===== src/rtl/adc_event_framer_if.sv =====
// Byte handshakes around the framer: FWFT FIFO read port and UART transmit port.
// The master side is the framer; the slave side is the FIFO/UART environment.
interface adc_event_framer_if;
   logic [7:0] fifo_data;
   logic       fifo_ready;
   logic       fifo_rd;
   logic [7:0] tx_data;
   logic       tx_valid;
   logic       tx_ready;

   modport master (
      input  fifo_data, fifo_ready, tx_ready,
      output fifo_rd, tx_data, tx_valid
   );

   modport slave (
      output fifo_data, fifo_ready, tx_ready,
      input  fifo_rd, tx_data, tx_valid
   );
endinterface


===== src/rtl/adc_event_framer.sv =====
// Packs FIFO ADC bytes into SYNC/SEQ/NEV/LEN/payload frames for the UART.
// Define FRAMER_CHECKSUM_EN to append a two's-complement checksum byte.
module adc_event_framer #(
   parameter int unsigned PAYLOAD_BYTES = 1024,
   parameter logic [7:0]  SYNC0         = 8'hA5,
   parameter logic [7:0]  SYNC1         = 8'h5A
) (
   input  logic                clk,
   input  logic                Reset_n,
   adc_event_framer_if.master  bus,
   input  logic [7:0]          num_events,
   input  logic                abort,
   output logic                frame_active,
   output logic [15:0]         frame_count
);

   localparam logic [15:0] LEN = 16'(PAYLOAD_BYTES);

   typedef enum logic [3:0] {
      S_IDLE,
      S_SYNC0,
      S_SYNC1,
      S_SEQ,
      S_NEV,
      S_LENH,
      S_LENL,
      S_PAYLOAD,
`ifdef FRAMER_CHECKSUM_EN
      S_CKSUM,
`endif
      S_DONE
   } state_t;

   state_t      state_q;
   logic [7:0]  tx_data_q;
   logic        tx_valid_q;
   logic [7:0]  nev_q;
   logic [15:0] cnt_q;
   logic        frame_active_q;
   logic [15:0] frame_count_q;
`ifdef FRAMER_CHECKSUM_EN
   logic [7:0]  sum_q;
   logic [7:0]  sum_d;
`endif

   logic in_pay;
   logic xfer;

   // Payload bytes bypass the output register so the FIFO head streams through.
   assign in_pay       = (state_q == S_PAYLOAD);
   assign bus.tx_valid = in_pay ? bus.fifo_ready : tx_valid_q;
   assign bus.tx_data  = in_pay ? bus.fifo_data : tx_data_q;
   assign bus.fifo_rd  = in_pay & bus.fifo_ready & bus.tx_ready & ~abort;
   assign xfer         = bus.tx_valid & bus.tx_ready;
   assign frame_active = frame_active_q;
   assign frame_count  = frame_count_q;

`ifdef FRAMER_CHECKSUM_EN
   assign sum_d = sum_q + bus.tx_data;
`endif

   always_ff @(posedge clk or negedge Reset_n) begin
      if (!Reset_n) begin
         state_q        <= S_IDLE;
         tx_data_q      <= 8'h00;
         tx_valid_q     <= 1'b0;
         nev_q          <= 8'h00;
         cnt_q          <= 16'h0000;
         frame_active_q <= 1'b0;
         frame_count_q  <= 16'h0000;
`ifdef FRAMER_CHECKSUM_EN
         sum_q          <= 8'h00;
`endif
      end else if (abort && state_q != S_IDLE) begin
         state_q        <= S_IDLE;
         tx_valid_q     <= 1'b0;
         frame_active_q <= 1'b0;
      end else begin
         unique case (state_q)
            S_IDLE: if (bus.fifo_ready) begin
               nev_q          <= num_events;
               tx_data_q      <= SYNC0;
               tx_valid_q     <= 1'b1;
               frame_active_q <= 1'b1;
               state_q        <= S_SYNC0;
            end
            S_SYNC0: begin
`ifdef FRAMER_CHECKSUM_EN
               sum_q <= 8'h00;
`endif
               if (xfer) begin
                  tx_data_q <= SYNC1;
                  state_q   <= S_SYNC1;
               end
            end
            S_SYNC1: if (xfer) begin
               tx_data_q <= frame_count_q[7:0];
               state_q   <= S_SEQ;
            end
            S_SEQ: if (xfer) begin
`ifdef FRAMER_CHECKSUM_EN
               sum_q <= sum_d;
`endif
               tx_data_q <= nev_q;
               state_q   <= S_NEV;
            end
            S_NEV: if (xfer) begin
`ifdef FRAMER_CHECKSUM_EN
               sum_q <= sum_d;
`endif
               tx_data_q <= LEN[15:8];
               state_q   <= S_LENH;
            end
            S_LENH: if (xfer) begin
`ifdef FRAMER_CHECKSUM_EN
               sum_q <= sum_d;
`endif
               tx_data_q <= LEN[7:0];
               state_q   <= S_LENL;
            end
            S_LENL: if (xfer) begin
`ifdef FRAMER_CHECKSUM_EN
               sum_q <= sum_d;
`endif
               tx_data_q  <= 8'h00;
               tx_valid_q <= 1'b0;
               cnt_q      <= LEN;
               state_q    <= S_PAYLOAD;
            end
            S_PAYLOAD: if (xfer) begin
               cnt_q <= cnt_q - 16'd1;
`ifdef FRAMER_CHECKSUM_EN
               sum_q <= sum_d;
               if (cnt_q == 16'd1) begin
                  tx_data_q  <= 8'h00 - sum_d;
                  tx_valid_q <= 1'b1;
                  state_q    <= S_CKSUM;
               end
`else
               if (cnt_q == 16'd1) begin
                  frame_active_q <= 1'b0;
                  state_q        <= S_DONE;
               end
`endif
            end
`ifdef FRAMER_CHECKSUM_EN
            S_CKSUM: if (xfer) begin
               tx_data_q      <= 8'h00;
               tx_valid_q     <= 1'b0;
               frame_active_q <= 1'b0;
               state_q        <= S_DONE;
            end
`endif
            S_DONE: begin
               frame_count_q <= frame_count_q + 16'd1;
               state_q       <= S_IDLE;
            end
            default: state_q <= S_IDLE;
         endcase
      end
   end

endmodule


===== src/flat_wrapper.sv =====
// flat-port wrapper written by rule: the top's interface ports become plain ports
module adc_event_framer_flat 
#(
   parameter int unsigned PAYLOAD_BYTES = 1024,
   parameter logic [7:0]  SYNC0         = 8'hA5,
   parameter logic [7:0]  SYNC1         = 8'h5A
)
  (clk, Reset_n, num_events, abort, frame_active, frame_count, bus_fifo_data, bus_fifo_ready, bus_tx_ready, bus_fifo_rd, bus_tx_data, bus_tx_valid);
  adc_event_framer_if bus_i ();
  input  logic clk;
  input  logic Reset_n;
  input  logic [7:0] num_events;
  input  logic abort;
  output logic frame_active;
  output logic [15:0] frame_count;
  input wire logic [$bits(bus_i.fifo_data)-1:0] bus_fifo_data;
  input wire logic [$bits(bus_i.fifo_ready)-1:0] bus_fifo_ready;
  input wire logic [$bits(bus_i.tx_ready)-1:0] bus_tx_ready;
  output wire logic [$bits(bus_i.fifo_rd)-1:0] bus_fifo_rd;
  output wire logic [$bits(bus_i.tx_data)-1:0] bus_tx_data;
  output wire logic [$bits(bus_i.tx_valid)-1:0] bus_tx_valid;
  assign bus_i.fifo_data = bus_fifo_data;
  assign bus_i.fifo_ready = bus_fifo_ready;
  assign bus_i.tx_ready = bus_tx_ready;
  assign bus_fifo_rd = bus_i.fifo_rd;
  assign bus_tx_data = bus_i.tx_data;
  assign bus_tx_valid = bus_i.tx_valid;
  adc_event_framer #(.PAYLOAD_BYTES(PAYLOAD_BYTES), .SYNC0(SYNC0), .SYNC1(SYNC1)) u_core (.clk(clk), .Reset_n(Reset_n), .bus(bus_i), .num_events(num_events), .abort(abort), .frame_active(frame_active), .frame_count(frame_count));
endmodule

===== config.mk =====
export PLATFORM = sky130hd
export DESIGN_NAME = adc_event_framer_flat
export DESIGN_NICKNAME = d
export VERILOG_FILES = /design/src/rtl/adc_event_framer_if.sv /design/src/rtl/adc_event_framer.sv /design/src/flat_wrapper.sv
export SDC_FILE = /design/constraint.sdc
export NUM_CORES = 1
export LEC_CHECK = 0
export BUFFER_PORTS_ARGS = -buffer_cell sky130_fd_sc_hd__buf_2
export CORE_MARGIN = 3
export CORE_UTILIZATION = 31
export CTS_BUF_LIST = sky130_fd_sc_hd__clkbuf_8
export CTS_CLUSTER_DIAMETER = 200
export DETAILED_ROUTE_END_ITERATION = 7
export SLEW_MARGIN = 20
export SYNTH_ARGS = -nofsm -noshare
export SYNTH_HDL_FRONTEND = slang
export SYNTH_SLANG_ARGS = --single-unit

===== constraint.sdc =====
create_clock -name clk -period 2.8 [get_ports clk]
set_input_delay 0.42 -clock clk [delete_from_list [all_inputs] [get_ports clk]]
set_output_delay 0.42 -clock clk [all_outputs]
set_load 0.02 [all_outputs]

== Word level (Yosys, flattened, before mapping) ==
Index checks and enable logic that the tools add are counted.
Operators by class
  $add $sub $neg: 2
  reduce and logical (&&, ||, !) cells: 15
  equal/unequal tests: 26
  bitwise logic cells: 6
  muxes and demuxes: 31
Operators by type and width (count)
  8-bit 2-to-1 mux: 7
  8-bit one-hot mux with 6 select lines: 1
  4-bit 2-to-1 mux: 10
  16-bit 2-to-1 mux: 2
  16-bit one-hot mux with 2 select lines: 1
  4-bit one-hot mux with 8 select lines: 1
  3-bit by 1-bit inequality test with 1-bit output (second input constant): 6
  16-bit by 1-bit adder with 16-bit output (second input constant): 1
  16-bit by 1-bit equality test with 1-bit output (second input constant): 1
  4-bit by 3-bit equality test with 1-bit output (second input constant): 4
  16-bit by 1-bit subtractor with 16-bit output (second input constant): 1
  2-bit by 1-bit inequality test with 1-bit output (second input constant): 6
  9-bit AND reduction: 1
  4-bit by 2-bit equality test with 1-bit output (second input constant): 2
  4-bit AND reduction: 2
  8-bit AND reduction: 1
  1-bit 2-to-1 mux: 7
  3-bit inequality test (second input constant): 2
  3-bit AND reduction: 2
  3-bit nonzero test: 2
  6-bit nonzero test: 1
  1-bit AND: 4
  4-bit by 1-bit equality test with 1-bit output (second input constant): 1
  4-bit equality test (second input constant): 1
  other kinds (10): 13
Word-level totals
  word-level logic and storage cells: 87
  register bits: 54
  input bits: 21
  output and inout bits: 27

== Depth between registers and ports, before layout ==
  depth after elaboration: 6
  gate-level depth with buffers: 7
  mapped depth without buffers: 6

== Worst setup path after synthesis ==
Ideal clock, no wire load.
  kind: reg-to-reg
  start: reg u_core.state_q[2]
  end: reg u_core.tx_data_q[4]
  slack: 764 ps
  arrival time: 1912 ps
  path buffers: 2
  clock period less this slack: 2036 ps
  required time: 2675 ps
  setup time: 125 ps
  stages on the path, launching flop included: 7
  cell sequence: dfrtp_1 > buf_2 > nor3_2 > a21oi_1 > a2111oi_2 > buf_2 > mux2_2
On the way
  cells in the longest elaborated chain, start to end: 5
  elaborated cells on any way between the ends: 23
  classes of those cells: 13 x eq/ne; 2 x mux; 2 x bitwise; 6 x reduce/logical
Ends and longest elaborated chain
  from (decl): RTL line adc_event_framer.sv:34  | state_t state_q;
  from (signal assigned): RTL line adc_event_framer.sv:64  | state_q <= S_IDLE;
  from (signal assigned): RTL line adc_event_framer.sv:75  | state_q <= S_IDLE;
  from (signal assigned): RTL line adc_event_framer.sv:85  | state_q <= S_SYNC0;
  4-bit by 3-bit equality test with 1-bit output: RTL line adc_event_framer.sv:50  | assign in_pay = (state_q == S_PAYLOAD);
  1-bit 2-to-1 mux: RTL line adc_event_framer.sv:51  | assign bus.tx_valid = in_pay ? bus.fifo_ready : tx_valid_q;
  1-bit AND: RTL line adc_event_framer.sv:54  | assign xfer = bus.tx_valid & bus.tx_ready;
  2-bit by 1-bit inequality test with 1-bit output (no line)
  8-bit AND reduction (no line)
  to (signal assigned): RTL line adc_event_framer.sv:97  | tx_data_q <= frame_count_q[7:0];
  to (signal assigned): RTL line adc_event_framer.sv:104  | tx_data_q <= nev_q;
  to (signal assigned): RTL line adc_event_framer.sv:111  | tx_data_q <= LEN[15:8];
  to (decl): RTL line adc_event_framer.sv:35  | logic [7:0] tx_data_q;
Parallel ways exist; a longest one is shown, timed or not.
A chain may end at the register's enable or synchronous reset.

== Worst setup path in the final report ==
  start: reg u_core.state_q[1]
  end: out bus_fifo_rd
On the way
  cells in the longest elaborated chain, start to end: 4
Ends and longest elaborated chain
  4-bit by 3-bit equality test with 1-bit output: RTL line adc_event_framer.sv:50
  1-bit AND (3 in a row): RTL line adc_event_framer.sv:53  | assign bus.fifo_rd = in_pay & bus.fifo_ready & bus.tx_ready & ~abort;
  to (decl): RTL line flat_wrapper.sv:19  | output wire logic [$bits(bus_i.fifo_rd)-1:0] bus_fifo_rd;
Every way passes these cells.

==> qor.txt <==
outcome: completed
H-Tree Depth: 2
Root Buffer: clkbuf_8
post-synth cell types: 43
RD Place Congestion: 0.852
global-route wire length before repair: 10.8 mm
Die ar.: 0.0103 sq mm
Pwr Density: 921 mW/mm^2
relative slew slack: 41.9%
layout cell share with drive strength beyond 1: 28.9%
worst hold path type: in2async
Post-CTS Resized: 0
synthesized area: 0.00284 sq mm
sequential share of power: 41.4%
aggregate global routing overflow: 0
fin crit share: 85.7%
Clk Latency, worst-skew pair: 0.31 ns
Max Clk Rate: 0.417 GHz
setup violators final: 0
Gate Count Post-Synth: 280
Max FO, Critical Path: 15
Max Slew Vio Count: 0
R2R Setup Slk: 0.45 ns
vias post-DR: 2,255
Final min period: 2.40 ns
syn_nets: 304
Max Cap Violations: 0
fillcell total: 870
Initial Utilization: 32.2%
post-place setup slack: 0.482 ns
largest net degree at the start of global routing: 40
Fin Hold WS: 0.219 ns
switching power: 1220 uW
GRT Total Usage: 13.0%
arrival time at the worst endpoint: 1.98 ns
Via density: 5.13
Ys Warns: 0
clock network power share: 14.4%
postcts setup bufs: 0
CTS clk-pin slew, worst paths: 0.11 ns
die height: 102 um
Reg2Reg Depth: 5
internal power: 1830 uW
RR Startpoint: u_core.state_q[1]
kind of critical path: reg2out
chip width: 102 um
Final #Nets: 355
CTS Buffer Depth: 2
crit path capture type: output pin
FF+latch count, synth: 54
Pleak: 0.00154 uW
final wirelength: 6.37 mm
cts-stage hold buffer count: 0
RSZ-0062 raised after global routing: no
clk sink count: 54
CP Launch Type: flip-flop
sequential area share after synthesis: 47.6%
num rows: 34
worst reg2reg endpoint: u_core.state_q[2]
EDFF count, synth: 0
Util after Layout: 37.6%
TritonCTS clock tree: built
Combinational Power Share: 44.2%
initial antenna violation count: 0
Critical Path RT: 2.38 ns
vias in the first global route: 2,235
Worst Max-Slew Pin Slew: 0.872 ns
I/O pin count: 48
n_diodes: 0
DR pass1 iterations: 4
Post-synth ARST share: 100%
hpwl dp: 4.67 mm
post-detailed-route count of antenna-violating nets: 0
initial DRC count: 114
P&R area growth vs syn: 16.8%
Num CTS Buffers: 5
setup TNS: 0 ns
Routed WL per cell: 14.5 um
syn avg cell area: 10.1 sq um
sw frac: 39.9%
ys flop type: dfrtp_1
worst clock skew: 0.0124 ns
Max VDD drop: 450 uV
Setup WS post-layout: 0.401 ns
Core Region: 0.00881 sq mm
DRC viols: 0
I/O Buffers: 47
final hold vios: 0
placed cells by master, fill, tap and decap left out, types with 2 or more instances in the layout:
master,netlist,layout
a21oi_1,13,13
a31oi_1,3,3
a41oi_1,3,3
and2_1,2,2
and3_1,5,5
buf_2,5,47
buf_4,0,9
clkbuf_8,0,5
dfrtp_1,54,54
ha_1,3,3
inv_1,7,7
mux2_2,22,22
mux2i_1,2,2
nand2_1,23,23
nand2b_1,2,2
nand3_1,9,9
nand4_1,6,6
nor2_1,26,26
nor3_1,6,6
nor3b_1,2,2
nor4_1,5,5
nor4_2,2,2
o211ai_1,3,3
o21ai_0,19,19
or2_2,3,3
or3_1,6,6
xnor2_1,20,20
xor2_1,7,7
metal layers:
layer,global-route usage (%),part of all wire (%),up-vias
met3,2.82,4.5,8
li1,-,-,1099
met4,3.78,1.3,0
met1,18.1,48,1097
met5,0,0,-
met2,20.6,46,51
per-stage QoR:
| stage | std cells | power [uW] | cell area [sq um] |
|---|---|---|---|
| after floorplan | 280 | 2240 | 2840 |
| after global routing | 440 | 3300 | 3310 |
| after CTS | 440 | 3080 | 3310 |
| after global placement | 432 | 2610 | 3220 |
| after detailed placement | 432 | 2630 | 3220 |
| final | 440 | 3050 | 3310 |
worst max-delay path by stage:
stage | start | to | slack [ns] | depth (start not counted)
after global placement | u_core.state_q[1] | u_core.state_q[2] | 0.61 | 5
final | u_core.state_q[1] | bus_fifo_rd | 0.40 | 4
after floorplan | u_core.state_q[2] | u_core.tx_data_q[4] | 0.76 | 6
after global routing | u_core.state_q[1] | u_core.state_q[0] | 0.25 | 5
after CTS | u_core.state_q[1] | bus_fifo_rd | 0.39 | 4
after detailed placement | u_core.state_q[1] | u_core.state_q[2] | 0.48 | 5
synth_stat cells, drive strengths merged, types with 2 or more instances:
master,n,share of area (%)
buf,7,1.1
nor2,26,3.4
and2,2,0.44
or2,3,0.66
nor3,7,1.4
xor2,7,2.2
nand4b,2,1.1
a21oi,13,2.3
nor3b,2,0.53
a41oi,3,0.93
mux2i,2,0.71
nor4,7,2.0
ha,3,1.3
o21ai,19,3.4
dfrtp,54,48
inv,7,0.93
nand3,9,1.6
nand2b,2,0.44
and3,5,1.1
nand2,23,3.0
or3,7,1.7
o211ai,3,0.79
mux2,22,8.7
nand4,6,1.3
clkbuf,5,0.66
a31oi,3,0.66
a2111oi,3,1.2
xnor2,20,6.2
registers in the layout, indices dropped and copies added (netlist names):
| register | flops |
|---|---|
| u_core.tx_valid_q | 1 |
| u_core.frame_active | 1 |
| u_core.state_q | 4 |
| u_core.cnt_q | 16 |
| u_core.nev_q | 8 |
| u_core.frame_count | 16 |
| u_core.tx_data_q | 8 |
final cells by class:
| cell class | instances | area [sq um] | area share, % |
|---|---|---|---|
| Clock buffer | 5 | 68.8 | 2.08 |
| Clock inverter | 3 | 21.3 | 0.642 |
| Inverter | 7 | 26.3 | 0.793 |
| Multi-Input combinational cell | 207 | 1410 | 42.5 |
| Sequential cell | 54 | 1350 | 40.8 |
| Tap cell | 108 | 135 | 4.08 |
| Timing Repair Buffer | 56 | 303 | 9.14 |
logic make-up (layout without fill, tap and decap cells):
kind of cell,after synthesis,count (layout),synth area share (%)
and+or+nand+nor,104,104,19.8
DFF,54,54,47.6
AOI/OAI and AO/OA,49,49,10.8
xor gates and xnor gates,27,27,8.33
muxes,24,24,9.44
buffers and inverters,19,71,2.73
adders and majority gates,3,3,1.32
power by group through the flow:
| stage | logic, uW | clock network (uW) | registers [uW] |
|---|---|---|---|
| after detailed placement | 1350 | 0 | 1280 |
| final | 1350 | 441 | 1260 |
| after floorplan | 1040 | 0 | 1200 |
| after CTS | 1360 | 456 | 1260 |
| after global placement | 1330 | 0 | 1270 |
| after global routing | 1510 | 489 | 1300 |
worst max-delay path, cell delays in order (launching register included):
cell and delay (ns):
dfrtp_1 0.69, nand4b_4 0.27, or3_1 0.46, inv_1 0.09, buf_2 0.16
(Power assumes the default switching activity.)
